--- config.mk ---
export PLATFORM = sky130hd
export DESIGN_NAME = vram_sched
export DESIGN_NICKNAME = d
export VERILOG_FILES = /design/src/rtl/se_vga_pkg.sv /design/src/rtl/vram_wbuf.sv /design/src/rtl/vram_sched.sv
export SDC_FILE = /design/constraint.sdc
export NUM_CORES = 1
export LEC_CHECK = 0
export BUFFER_PORTS_ARGS = -buffer_cell sky130_fd_sc_hd__buf_2
export CAP_MARGIN = 20
export CELL_PAD_IN_SITES_DETAIL_PLACEMENT = 1
export CELL_PAD_IN_SITES_GLOBAL_PLACEMENT = 1
export CORE_MARGIN = 3
export CORE_UTILIZATION = 25
export DETAILED_ROUTE_END_ITERATION = 8
export PLACE_DENSITY = 0.61
export SLEW_MARGIN = 25
export SYNTH_ARGS = -nofsm -noshare
export SYNTH_HDL_FRONTEND = slang
export SYNTH_SLANG_ARGS = --single-unit
--- constraint.sdc ---
create_clock -name clk -period 2.2 [get_ports clk]
set_input_delay 0.11 -clock clk [delete_from_list [all_inputs] [get_ports clk]]
set_output_delay 0.11 -clock clk [all_outputs]
set_load 0.005 [all_outputs]
--- src/rtl/se_vga_pkg.sv ---
`default_nettype none
// ============================================================================
// Module   : se_vga_pkg
// Purpose  : Shared types and constants for the VRAM access scheduler.
//            - vram_state_e : scheduler state encoding
//            - ADDR_W / DATA_W / SEQ_W : bus widths
//            - FB_BYTES     : framebuffer size; the fetch address wraps here
//            - CPU_WIN_LAST : last pixel-group slot a CPU write may set up in
//                             while inside a fetch group
//            - FETCH_FIRST  : first slot of the VRAM fetch inside a group
// Revision : 1.0 - initial release
// ============================================================================
package se_vga_pkg;

  localparam int ADDR_W       = 15;
  localparam int DATA_W       = 8;
  localparam int SEQ_W        = 3;
  localparam int FB_BYTES     = 21888;
  localparam int CPU_WIN_LAST = 3;
  localparam int FETCH_FIRST  = 5;

  typedef enum logic [1:0] {
    IDLE   = 2'd0,
    VFETCH = 2'd1,
    CSETUP = 2'd2,
    CWRITE = 2'd3
  } vram_state_e;

  // Next framebuffer fetch address, wrapping at the end of the framebuffer.
  function automatic logic [ADDR_W-1:0] fetch_addr_next(input logic [ADDR_W-1:0] a);
    if (a == ADDR_W'(FB_BYTES - 1)) begin
      return '0;
    end
    return a + 1'b1;
  endfunction

endpackage : se_vga_pkg
`default_nettype wire

--- src/rtl/vram_wbuf.sv ---
`default_nettype none
// ============================================================================
// Module   : vram_wbuf
// Purpose  : One-entry posted CPU write buffer. A request is captured (and
//            acknowledged on the following clock) whenever the buffer is
//            empty; the entry is released when the scheduler finishes its
//            CWRITE cycle. Requests arriving while full simply wait.
// Config   : compiled only when CPU_WRITE_BUFFER_EN is defined.
// Ports    : clk, nReset            - pixel clock (negedge), async reset
//            cpuReq/cpuAddr/cpuData - CPU write request
//            drainDone              - scheduler is in its CWRITE cycle
//            bufValid/bufAddr/bufData - buffered write toward the scheduler
//            cpuAck                 - one-clock acknowledge pulse
// Revision : 1.0 - initial release
// ============================================================================
`ifdef CPU_WRITE_BUFFER_EN
module vram_wbuf
  import se_vga_pkg::*;
(
  input  logic              clk,
  input  logic              nReset,
  input  logic              cpuReq,
  input  logic [ADDR_W-1:0] cpuAddr,
  input  logic [DATA_W-1:0] cpuData,
  input  logic              drainDone,
  output logic              bufValid,
  output logic [ADDR_W-1:0] bufAddr,
  output logic [DATA_W-1:0] bufData,
  output logic              cpuAck
);

  logic              valid_q;
  logic [ADDR_W-1:0] addr_q;
  logic [DATA_W-1:0] data_q;
  logic              ack_q;
  logic              capture;

  // While full, cpuReq (including the one still high during the ack cycle)
  // is ignored, so a held request is only taken again after the drain.
  assign capture = cpuReq && !valid_q;

  always_ff @(negedge clk or negedge nReset) begin
    if (!nReset) begin
      valid_q <= 1'b0;
      addr_q  <= '0;
      data_q  <= '0;
      ack_q   <= 1'b0;
    end else begin
      ack_q <= capture;
      if (capture) begin
        valid_q <= 1'b1;
        addr_q  <= cpuAddr;
        data_q  <= cpuData;
      end else if (drainDone) begin
        valid_q <= 1'b0;
      end
    end
  end

  assign bufValid = valid_q;
  assign bufAddr  = addr_q;
  assign bufData  = data_q;
  assign cpuAck   = ack_q;

endmodule : vram_wbuf
`endif
`default_nettype wire

--- src/rtl/vram_sched.sv ---
`default_nettype none
// ============================================================================
// Module   : vram_sched
// Purpose  : Shares one VRAM port between the video fetch (one byte per
//            8-pixel group, slots 5..7) and CPU framebuffer writes
//            (CSETUP -> CWRITE). All state changes on the falling edge of
//            the pixel clock to line up with the video shifter.
// Config   : CPU_WRITE_BUFFER_EN - when defined, CPU writes are posted into
//            a one-entry buffer (vram_wbuf) and acknowledged immediately;
//            otherwise cpuAck follows completion of the CWRITE cycle.
// Ports    : clk, nReset          - pixel clock, async active-low reset
//            lineStart/frameStart - timing generator pulses
//            fetchActive          - video fetch window
//            cpuReq/cpuAddr/cpuData, cpuAck - CPU write handshake
//            seq                  - pixel-group slot number to the shifter
//            vramAddr/vramDout/nVramOE/nVramWE - VRAM port
// Revision : 1.0 - initial release
// ============================================================================
module vram_sched
  import se_vga_pkg::*;
(
  input  logic              clk,
  input  logic              nReset,
  input  logic              lineStart,
  input  logic              frameStart,
  input  logic              fetchActive,
  input  logic              cpuReq,
  input  logic [ADDR_W-1:0] cpuAddr,
  input  logic [DATA_W-1:0] cpuData,
  output logic              cpuAck,
  output logic [SEQ_W-1:0]  seq,
  output logic [ADDR_W-1:0] vramAddr,
  output logic [DATA_W-1:0] vramDout,
  output logic              nVramOE,
  output logic              nVramWE
);

  vram_state_e       state_q, state_d;
  logic [SEQ_W-1:0]  seq_q, seq_d;
  logic              grp_q, grp_now;
  logic [ADDR_W-1:0] fetchAddr_q, fetchAddr_d;
  logic [ADDR_W-1:0] vramAddr_q, vramAddr_d;
  logic [DATA_W-1:0] vramDout_q, vramDout_d;
  logic              nVramOE_q, nVramWE_q;

  logic              wr_pending;
  logic [ADDR_W-1:0] wr_addr;
  logic [DATA_W-1:0] wr_data;
  logic              fetch_due, cpu_win, slot_free, fetch_done;

  // Group membership is decided by fetchActive at slot 0; the registered copy
  // covers slots 1..7.
  assign grp_now   = (seq_q == '0) ? fetchActive : grp_q;
  assign seq_d     = lineStart ? '0 : seq_q + 1'b1;
  assign fetch_due = grp_now && (seq_q == SEQ_W'(FETCH_FIRST - 1)) && !lineStart;
  // The window is judged on the slot the CSETUP cycle would occupy, so the
  // following CWRITE ends no later than the slot before the fetch.
  assign cpu_win   = !grp_now || (seq_d <= SEQ_W'(CPU_WIN_LAST));

`ifdef CPU_WRITE_BUFFER_EN
  logic              buf_valid;
  logic [ADDR_W-1:0] buf_addr;
  logic [DATA_W-1:0] buf_data;

  vram_wbuf u_wbuf (
    .clk       (clk),
    .nReset    (nReset),
    .cpuReq    (cpuReq),
    .cpuAddr   (cpuAddr),
    .cpuData   (cpuData),
    .drainDone (state_q == CWRITE),
    .bufValid  (buf_valid),
    .bufAddr   (buf_addr),
    .bufData   (buf_data),
    .cpuAck    (cpuAck)
  );

  assign wr_pending = buf_valid;
  assign wr_addr    = buf_addr;
  assign wr_data    = buf_data;
`else
  logic cpuAck_q;

  always_ff @(negedge clk or negedge nReset) begin
    if (!nReset) begin
      cpuAck_q <= 1'b0;
    end else begin
      cpuAck_q <= (state_q == CWRITE);
    end
  end

  // cpuReq seen during the ack cycle belongs to the write just finished.
  assign wr_pending = cpuReq && !cpuAck_q;
  assign wr_addr    = cpuAddr;
  assign wr_data    = cpuData;
  assign cpuAck     = cpuAck_q;
`endif

  always_comb begin
    state_d     = state_q;
    fetchAddr_d = fetchAddr_q;
    vramAddr_d  = vramAddr_q;
    vramDout_d  = vramDout_q;
    slot_free   = 1'b0;
    fetch_done  = 1'b0;

    case (state_q)
      IDLE: slot_free = 1'b1;
      VFETCH: begin
        if (lineStart) begin
          slot_free = 1'b1;           // aborted fetch: address not advanced
        end else if (seq_q == '1) begin
          slot_free  = 1'b1;
          fetch_done = 1'b1;
        end
      end
      CSETUP: state_d = CWRITE;
      CWRITE: slot_free = 1'b1;
      default: state_d = IDLE;
    endcase

    // Leaving a fetch is treated like IDLE, so a write waiting behind a fetch
    // starts in slot 0 of the next group. The fetch always wins the port.
    if (slot_free) begin
      if (fetch_due) begin
        state_d    = VFETCH;
        vramAddr_d = fetchAddr_q;
      end else if (wr_pending && cpu_win && (state_q != CWRITE)) begin
        state_d    = CSETUP;
        vramAddr_d = wr_addr;
        vramDout_d = wr_data;
      end else begin
        state_d = IDLE;
      end
    end

    if (frameStart) begin
      fetchAddr_d = '0;
    end else if (fetch_done) begin
      fetchAddr_d = fetch_addr_next(fetchAddr_q);
    end
  end

  always_ff @(negedge clk or negedge nReset) begin
    if (!nReset) begin
      state_q     <= IDLE;
      seq_q       <= '0;
      grp_q       <= 1'b0;
      fetchAddr_q <= '0;
      vramAddr_q  <= '0;
      vramDout_q  <= '0;
      nVramOE_q   <= 1'b1;
      nVramWE_q   <= 1'b1;
    end else begin
      state_q     <= state_d;
      seq_q       <= seq_d;
      grp_q       <= grp_now;
      fetchAddr_q <= fetchAddr_d;
      vramAddr_q  <= vramAddr_d;
      vramDout_q  <= vramDout_d;
      // Strobes are registered from the next state so they are glitch-free
      // and still return high the instant reset is asserted.
      nVramOE_q   <= (state_d != VFETCH);
      nVramWE_q   <= (state_d != CWRITE);
    end
  end

  assign seq      = seq_q;
  assign vramAddr = vramAddr_q;
  assign vramDout = vramDout_q;
  assign nVramOE  = nVramOE_q;
  assign nVramWE  = nVramWE_q;

endmodule : vram_sched
`default_nettype wire
==> results of run 1 <==
## power groups by stage
stage / Clock [mW] / Combinational [mW] / Sequential, mW
6_report: 0.622 / 1.13 / 1.29
5_1_grt: 0.687 / 1.28 / 1.33
4_1_cts: 0.644 / 1.14 / 1.29
3_5_place_dp: 0.00854 / 1.12 / 1.31
3_3_place_gp: 0.00854 / 1.07 / 1.30
2_1_floorplan: 0.00854 / 0.601 / 1.32
## cells in the mapped netlist
master,instances
dfrtn_1,45
nand2_1,23
nor2_1,17
o21ai_1,16
mux2i_1,15
mux2_2,10
ha_1,9
inv_1,7
xor2_1,7
nand4_1,6
a21oi_1,5
buf_2,4
a31oi_1,3
nand2b_1,3
nand3_1,3
nor2b_1,3
a21o_1,2
a22o_2,2
and3_4,2
buf_6,2
dfstp_2,2
nand3b_1,2
nand4b_1,2
o21ai_0,2
xnor2_1,2
a311o_1,1
a311oi_4,1
a31o_2,1
and2_0,1
and3_2,1
and3b_1,1
nand3_2,1
nor3_1,1
nor4_1,1
nor4_4,1
o211a_1,1
o211ai_1,1
or3_1,1
or3b_1,1
## stage by stage
stage / TNS (ns) / area (µm²) / cells / util, % / hold slack (ns)
detailed placement: -10.73 / 2880 / 390 / 32.5 / 0.411
global placement: -9.95 / 2880 / 390 / 32.5 / 0.406
CTS: -0.448 / 3000 / 399 / 33.9 / 0.414
floorplan: -4.42 / 2320 / 208 / - / 0.394
global route: -1.78 / 3010 / 400 / 34.1 / 0.438
finish: -0.843 / 3010 / 400 / 34.1 / 0.405
## state kept, by name, indices dropped and copies added (netlist names)
signal / cells
fetchAddr_q: 15
cpuAck: 1
state_q: 2
nVramOE: 1
vramDout: 8
vramAddr: 15
nVramWE: 1
grp_q: 1
seq: 3
## cell families after synthesis
| family | count (synthesis) | share of synthesized area [%] |
|---|---|---|
| DFF | 47 | 51.1 |
| muxes | 25 | 11.4 |
| and+or+nand+nor | 70 | 16.3 |
| xor gates and xnor gates | 9 | 3.41 |
| AOI/OAI and AO/OA | 35 | 10.0 |
| buffers and inverters | 13 | 2.98 |
| adders and majority gates | 9 | 4.88 |
## final cells by class
class                           instances  share of cell area, %
Sequential cell                        47                   39.1
Multi-Input combinational cell        148                   35.8
Timing Repair Buffer                   81                   16.1
Tap cell                              108                   4.48
Clock buffer                            6                   3.11
Inverter                                6                  0.747
Clock inverter                          4                  0.664
## worst max-delay path: stages
cell and delay, ns:
buf_2 0.07, or3b_4 0.37, and2_4 0.15, a311o_1 0.31
buf_12 0.18, nand2_2 0.06, o21ai_1 0.06
## repair_timing
action,4_1_cts,5_1_grt
resized for setup,2,5
hold buffers,0,0
pin swaps,0,0
buffers inserted,0,1
setup endpoints to repair,23,26
## per-layer routing
layer | wire length (µm) | vias to the layer above
met5 | 0 | -
met4 | 66 | 0
met3 | 242 | 4
met2 | 2930 | 31
met1 | 2760 | 888
li1 | - | 895
## how the worst min path moves through the flow
| stage | start | to | slack [ns] | cells after the start |
|---|---|---|---|---|
| final | seq[0]$_DFF_NN0_ | seq[0]$_DFF_NN0_ | 0.40 | 1 |
| after global routing | seq[0]$_DFF_NN0_ | seq[0]$_DFF_NN0_ | 0.44 | 1 |
| after CTS | seq[0]$_DFF_NN0_ | seq[0]$_DFF_NN0_ | 0.41 | 1 |
| after detailed placement | seq[0]$_DFF_NN0_ | seq[0]$_DFF_NN0_ | 0.41 | 1 |
| after global placement | seq[0]$_DFF_NN0_ | seq[0]$_DFF_NN0_ | 0.41 | 1 |
| after floorplan | seq[0]$_DFF_NN0_ | seq[0]$_DFF_NN0_ | 0.39 | 1 |
==> results.cfg, run 1 <==
[status]
status = finished, violations left
failed_checks = negative setup slack

[power]
ir_drop_mv = 0.283
p_sw_mw = 1.00
total_power_mw = 3.04
p_clk_share_pct = 20.4
swShare_pct = 32.9
p_comb_share_pct = 37.2
p_leak_nw = 1.54
powerDensity_nw_per_um2 = 1010
p_int_mw = 2.04
p_seq_share_pct = 42.4

[synth]
synth.area.top_cells = dfrtn_1 49%, mux2i_1 6.5%, ha_1 4.9%
post_synth.cell_area_avg_um2 = 11.1
synth_top_cell_by_area = dfrtn_1
yosysSeqAreaShare_pct = 51.1
yosysWarnings = 0
synthesis.nets = 246
synth.distinct_cells = 39
synth_top_cell_area_share_pct = 48.8
ys_ff_latch = 47
syn-cell-area_um2 = 2310
syn_inst = 208

[clock_tree]
cts_buffers = 5
path_clk_slew_ns = 0.06
clock-sinks = 47
htreeDepth = 2
worstSkewPairLatency_ns = 0.36
cts_buffer_depth = 2
root_buffer = clkbuf_8
cts_tree = done

[floorplanning]
core_um2 = 8850
rows = 34
die_width_um = 102
initial_core_util_pct = 26.1
die_y_um = 102
die_area_um2 = 10400
pin_count = 58

[layout]
seqCellArea_um2 = 1180
multiInputGateArea_um2 = 1080
nNetsFinal = 329
drive_above_1_share_pct = 39.4
layout_common_cells = 56 x buf_2, 45 x dfrtn_1, 23 x buf_4, 22 x nand2_1
syn_to_final_growth_pct = 30.6
nFillCells = 1017
antenna_cells = 0
final_common_cell = buf_2

[sta]
rsz0062_at_grt = true
slew_headroom_pct = 74.6
setup_viol = 21
timing.final.ws_setup_ns = -0.0704
finalHoldViolations = 0
skew_ns = 0.0548
tightestPinTransition_ns = 0.381
drv_slew = 0

[job]
timing.max_cap.violations = 0

[setup_path]
crit-reg2reg-launch = seq[0]$_DFF_NN0_
regToRegSetupSlack_ns = 0.16
start_kind = input pin
crit_type = input pin to register
critPathRequiredTime_ns = 1.25
arrival_ns = 1.32
cp-startpoint = cpuReq
critPathMaxFanout = 27
endpoint = vramAddr[1]$_DFFE_NN0P_
r2r_cells = 7
r2r-end = vramDout[2]$_DFFE_NN0P_
end_kind = register

[placed_design]
place_worst_setup_slack_ns = -0.382
dp_hpwl_um = 4690
routabilityCongestion = 0.731
io_buffers = 57

[drt]
drc = 0
wl_um = 6000
firstDrtPassIters = 4
viasPerCell = 4.55
vias = 1818
post_drt_wl_per_cell_um = 15.0
drt_iter0_markers = 22
ant_nets = 0

[global_routing]
grt_util_met2_pct = 20.2
grt-ovfl-total = 0
grt_start_max_net_pins = 30
busiest_layer = met2
met3_usage_pct = 3.07
grt_pass1_wl_um = 9910
met1_usage_pct = 15.4
antenna_found_initial = 0
grt.total_usage_pct = 12.1
grt_pass1_vias = 1992

[min_path]
hp-class = register to register
Power figures use the tool's default switching activity.
==> inputs of run 2 (changes only) <==
--- a/config.mk
+++ b/config.mk
@@ -5,14 +5,17 @@
 export SDC_FILE = /design/constraint.sdc
 export NUM_CORES = 1
 export LEC_CHECK = 0
+export ABC_AREA = 1
 export BUFFER_PORTS_ARGS = -buffer_cell sky130_fd_sc_hd__buf_2
 export CAP_MARGIN = 20
 export CELL_PAD_IN_SITES_DETAIL_PLACEMENT = 1
 export CELL_PAD_IN_SITES_GLOBAL_PLACEMENT = 1
 export CORE_MARGIN = 3
 export CORE_UTILIZATION = 25
+export CTS_BUF_LIST = sky130_fd_sc_hd__clkbuf_8 sky130_fd_sc_hd__clkbuf_16
 export DETAILED_ROUTE_END_ITERATION = 8
-export PLACE_DENSITY = 0.61
+export GPL_TIMING_DRIVEN = 1
+export PLACE_DENSITY = 0.63
 export SLEW_MARGIN = 25
 export SYNTH_ARGS = -nofsm -noshare
 export SYNTH_HDL_FRONTEND = slang
==> run 2 against run 1 <==
Against the previous run:
- the flow now finishes without violations
- total power up 1.5%
- synthesized cell count grew 63%
- sequential cell count unchanged
- die area is 11% higher
- routed wire length increased by 20%
- critical path depth down 6
- largest cell class is now multi-input gates
- largest power group unchanged
==> results.cfg, run 2 <==
[status]
status = finished clean

[synth]
synth_top_cell_by_area = dfrtn_1
syn-cell-area_um2 = 2570
synthesis.nets = 376
synth_mux_area_share_pct = 0
synth_top_cell_area_share_pct = 43.7
synth_compound_area_share_pct = 3.55
syn_inst = 338
yosysMostFrequentCell = nand2_1
synth-async-reset-ratio_pct = 100
post_synth.cell_area_avg_um2 = 7.62
synth-simple-area-share_pct = 39.4
synth-main-ff-cell = dfrtn_1
synth.distinct_cells = 27
yosysSeqAreaShare_pct = 45.8
synth_xor_area_share_pct = 0.680
synth_top_family_by_area = simple AND/OR/NAND/NOR gates
yosysWarnings = 0
synth.area.top_cells = dfrtn_1 44%, nand2_1 20%, nand3_1 8.0%
synth-edff-count = 0
synth_fa_ha_area_share_pct = 4.37
ys_ff_latch = 47
netlist_top_cells_count = 140 x nand2_1, 45 x dfrtn_1, 41 x nand3_1, 28 x nor2_1, 27 x inv_1

[sta]
tightestPinTransition_ns = 0.289
drv_slew = 0
finalHoldViolations = 0
tns_ns = 0
rsz0062_at_grt = true
skew_ns = 0.0556
timing.final.ws_setup_ns = 0.0339
hold_ws_ns = 0.410
slew_headroom_pct = 80.7
setup_viol = 0

[setup_path]
arrival_ns = 2.06
end_kind = output port
crit_type = register to output port
max_stage_delay_ns = 0.50
cp_top_family = flip-flops
critPathMaxFanout = 1
cp_cell_sequence = buf_2
start_kind = register
crit_buf_inv = 1
critPathRequiredTime_ns = 2.09
cp_slowest_cell = dfstp_2

[floorplanning]
rows = 36
initial_core_util_pct = 26.0
die_y_um = 107
pin_count = 58
die_area_um2 = 11600
die_width_um = 107
core_um2 = 9910

[layout]
nFillCells = 1278
syn_to_final_growth_pct = 26.0
layout_common_cells = 140 x nand2_1, 57 x buf_2, 45 x dfrtn_1, 41 x nand3_1
drive_above_1_share_pct = 24.7
nNetsFinal = 454
seqCellArea_um2 = 1180
layoutNonFillerInstCount = 550
antenna_cells = 0
final_common_cell = nand2_1
multiInputGateArea_um2 = 1240

[clock_tree]
cts_buffer_depth = 2
path_clk_slew_ns = 0.06
htreeDepth = 2
worstSkewPairLatency_ns = 0.36
post_cts_buffers = 0
cts_buffers = 5
root_buffer = clkbuf_8
clock-sinks = 47
cts_tree = done

[placed_design]
dp_cells = 541
io_buffers = 57
place_worst_setup_slack_ns = -0.125
dp_hpwl_um = 5780
routabilityCongestion = 0.815

[global_routing]
grt.total_usage_pct = 13.3
grt_pass1_vias = 2654
grt_start_max_net_pins = 31
grt_pass1_wl_um = 12500
grt-ovfl-total = 0
antenna_found_initial = 0

[drt]
wl_um = 7190
wl_met3_um = 167
top_layer = met4
post_drt_wl_per_cell_um = 13.1
drt_iter0_markers = 50
vias = 2394
viasPerCell = 4.35
wl_met1_um = 3370
ant_nets = 0
drc = 0
dr_wl_met2_um = 3570
firstDrtPassIters = 4

[min_path]
hp-class = register to register

[power]
p_leak_nw = 1.77
ir_drop_mv = 0.253
powerDensity_nw_per_um2 = 952
total_power_mw = 3.09

[job]
timing.max_cap.violations = 0
==> run 2: cell types whose count changed after synthesis, sizes merged, moves of 5 or more <==
cell / before / now
inv: 7 / 28
nand2: 23 / 148
nor2: 17 / 32
xor2: 7 / 1
o21ai: 18 / 10
mux2: 10 / 0
nand3: 4 / 41
mux2i: 15 / 0
a21oi: 5 / 0
==> run 2: cell families after synthesis <==
group / count (synthesis)
simple gates: 229
fa+ha+maj: 9
compound gates: 15
buf+inv: 36
xor+xnor: 2
flops: 47
==> run 2: power by group <==
group          switching (mW)  total, mW  leakage [nW]  internal (mW)
logic                   0.750       1.25          1.10          0.504
registers               0.140       1.29         0.607           1.15
clock network           0.317      0.545        0.0593          0.228
==> run 2: stage by stage <==
step | area, µm² | util [%]
CTS | 3250 | 32.8
global route | 3250 | 32.8
global placement | 3160 | 31.8
detailed placement | 3160 | 31.8
finish | 3250 | 32.8
floorplan | 2570 | -
==> run 2: area by class of cell <==
type	count	share of cell area, %
Clock inverter	5	0.771
Timing Repair Buffer	77	14.2
Sequential cell	47	36.3
Tap cell	133	5.13
Clock buffer	5	2.12
Multi-Input combinational cell	255	38.1
Inverter	28	3.39
==> run 2: timing repair <==
item,4_1_cts,5_1_grt
endpoints found under the hold margin,0,0
endpoints found under the setup margin,0,2
resized for setup,0,0
hold buffers,0,0
==> run 2: metal layers <==
layer / GRT usage, % / vias up
li1: - / 1225
met1: 17.1 / 1132
met2: 23.4 / 31
met3: 1.68 / 6
met4: 3.61 / 0
met5: 0 / -
==> run 2: worst paths after layout <==
kind | cells past startpoint | slack [ns] | end | startpoint
setup / recovery | 1 | 0.03 | nVramWE | nVramWE$_DFF_NN1_
hold / removal | 2 | 0.41 | vramDout[7]$_DFFE_NN0P_ | vramDout[7]$_DFFE_NN0P_
setup reg to reg | 10 | 0.45 | fetchAddr_q[12]$_DFFE_NN0P_ | fetchAddr_q[0]$_DFFE_NN0P_
hold reg to reg | 2 | 0.41 | vramDout[7]$_DFFE_NN0P_ | vramDout[7]$_DFFE_NN0P_
max in group asynchronous | 2 | 1.07 | fetchAddr_q[13]$_DFFE_NN0P_ | nReset
min in group asynchronous | 1 | 0.65 | vramDout[6]$_DFFE_NN0P_ | nReset
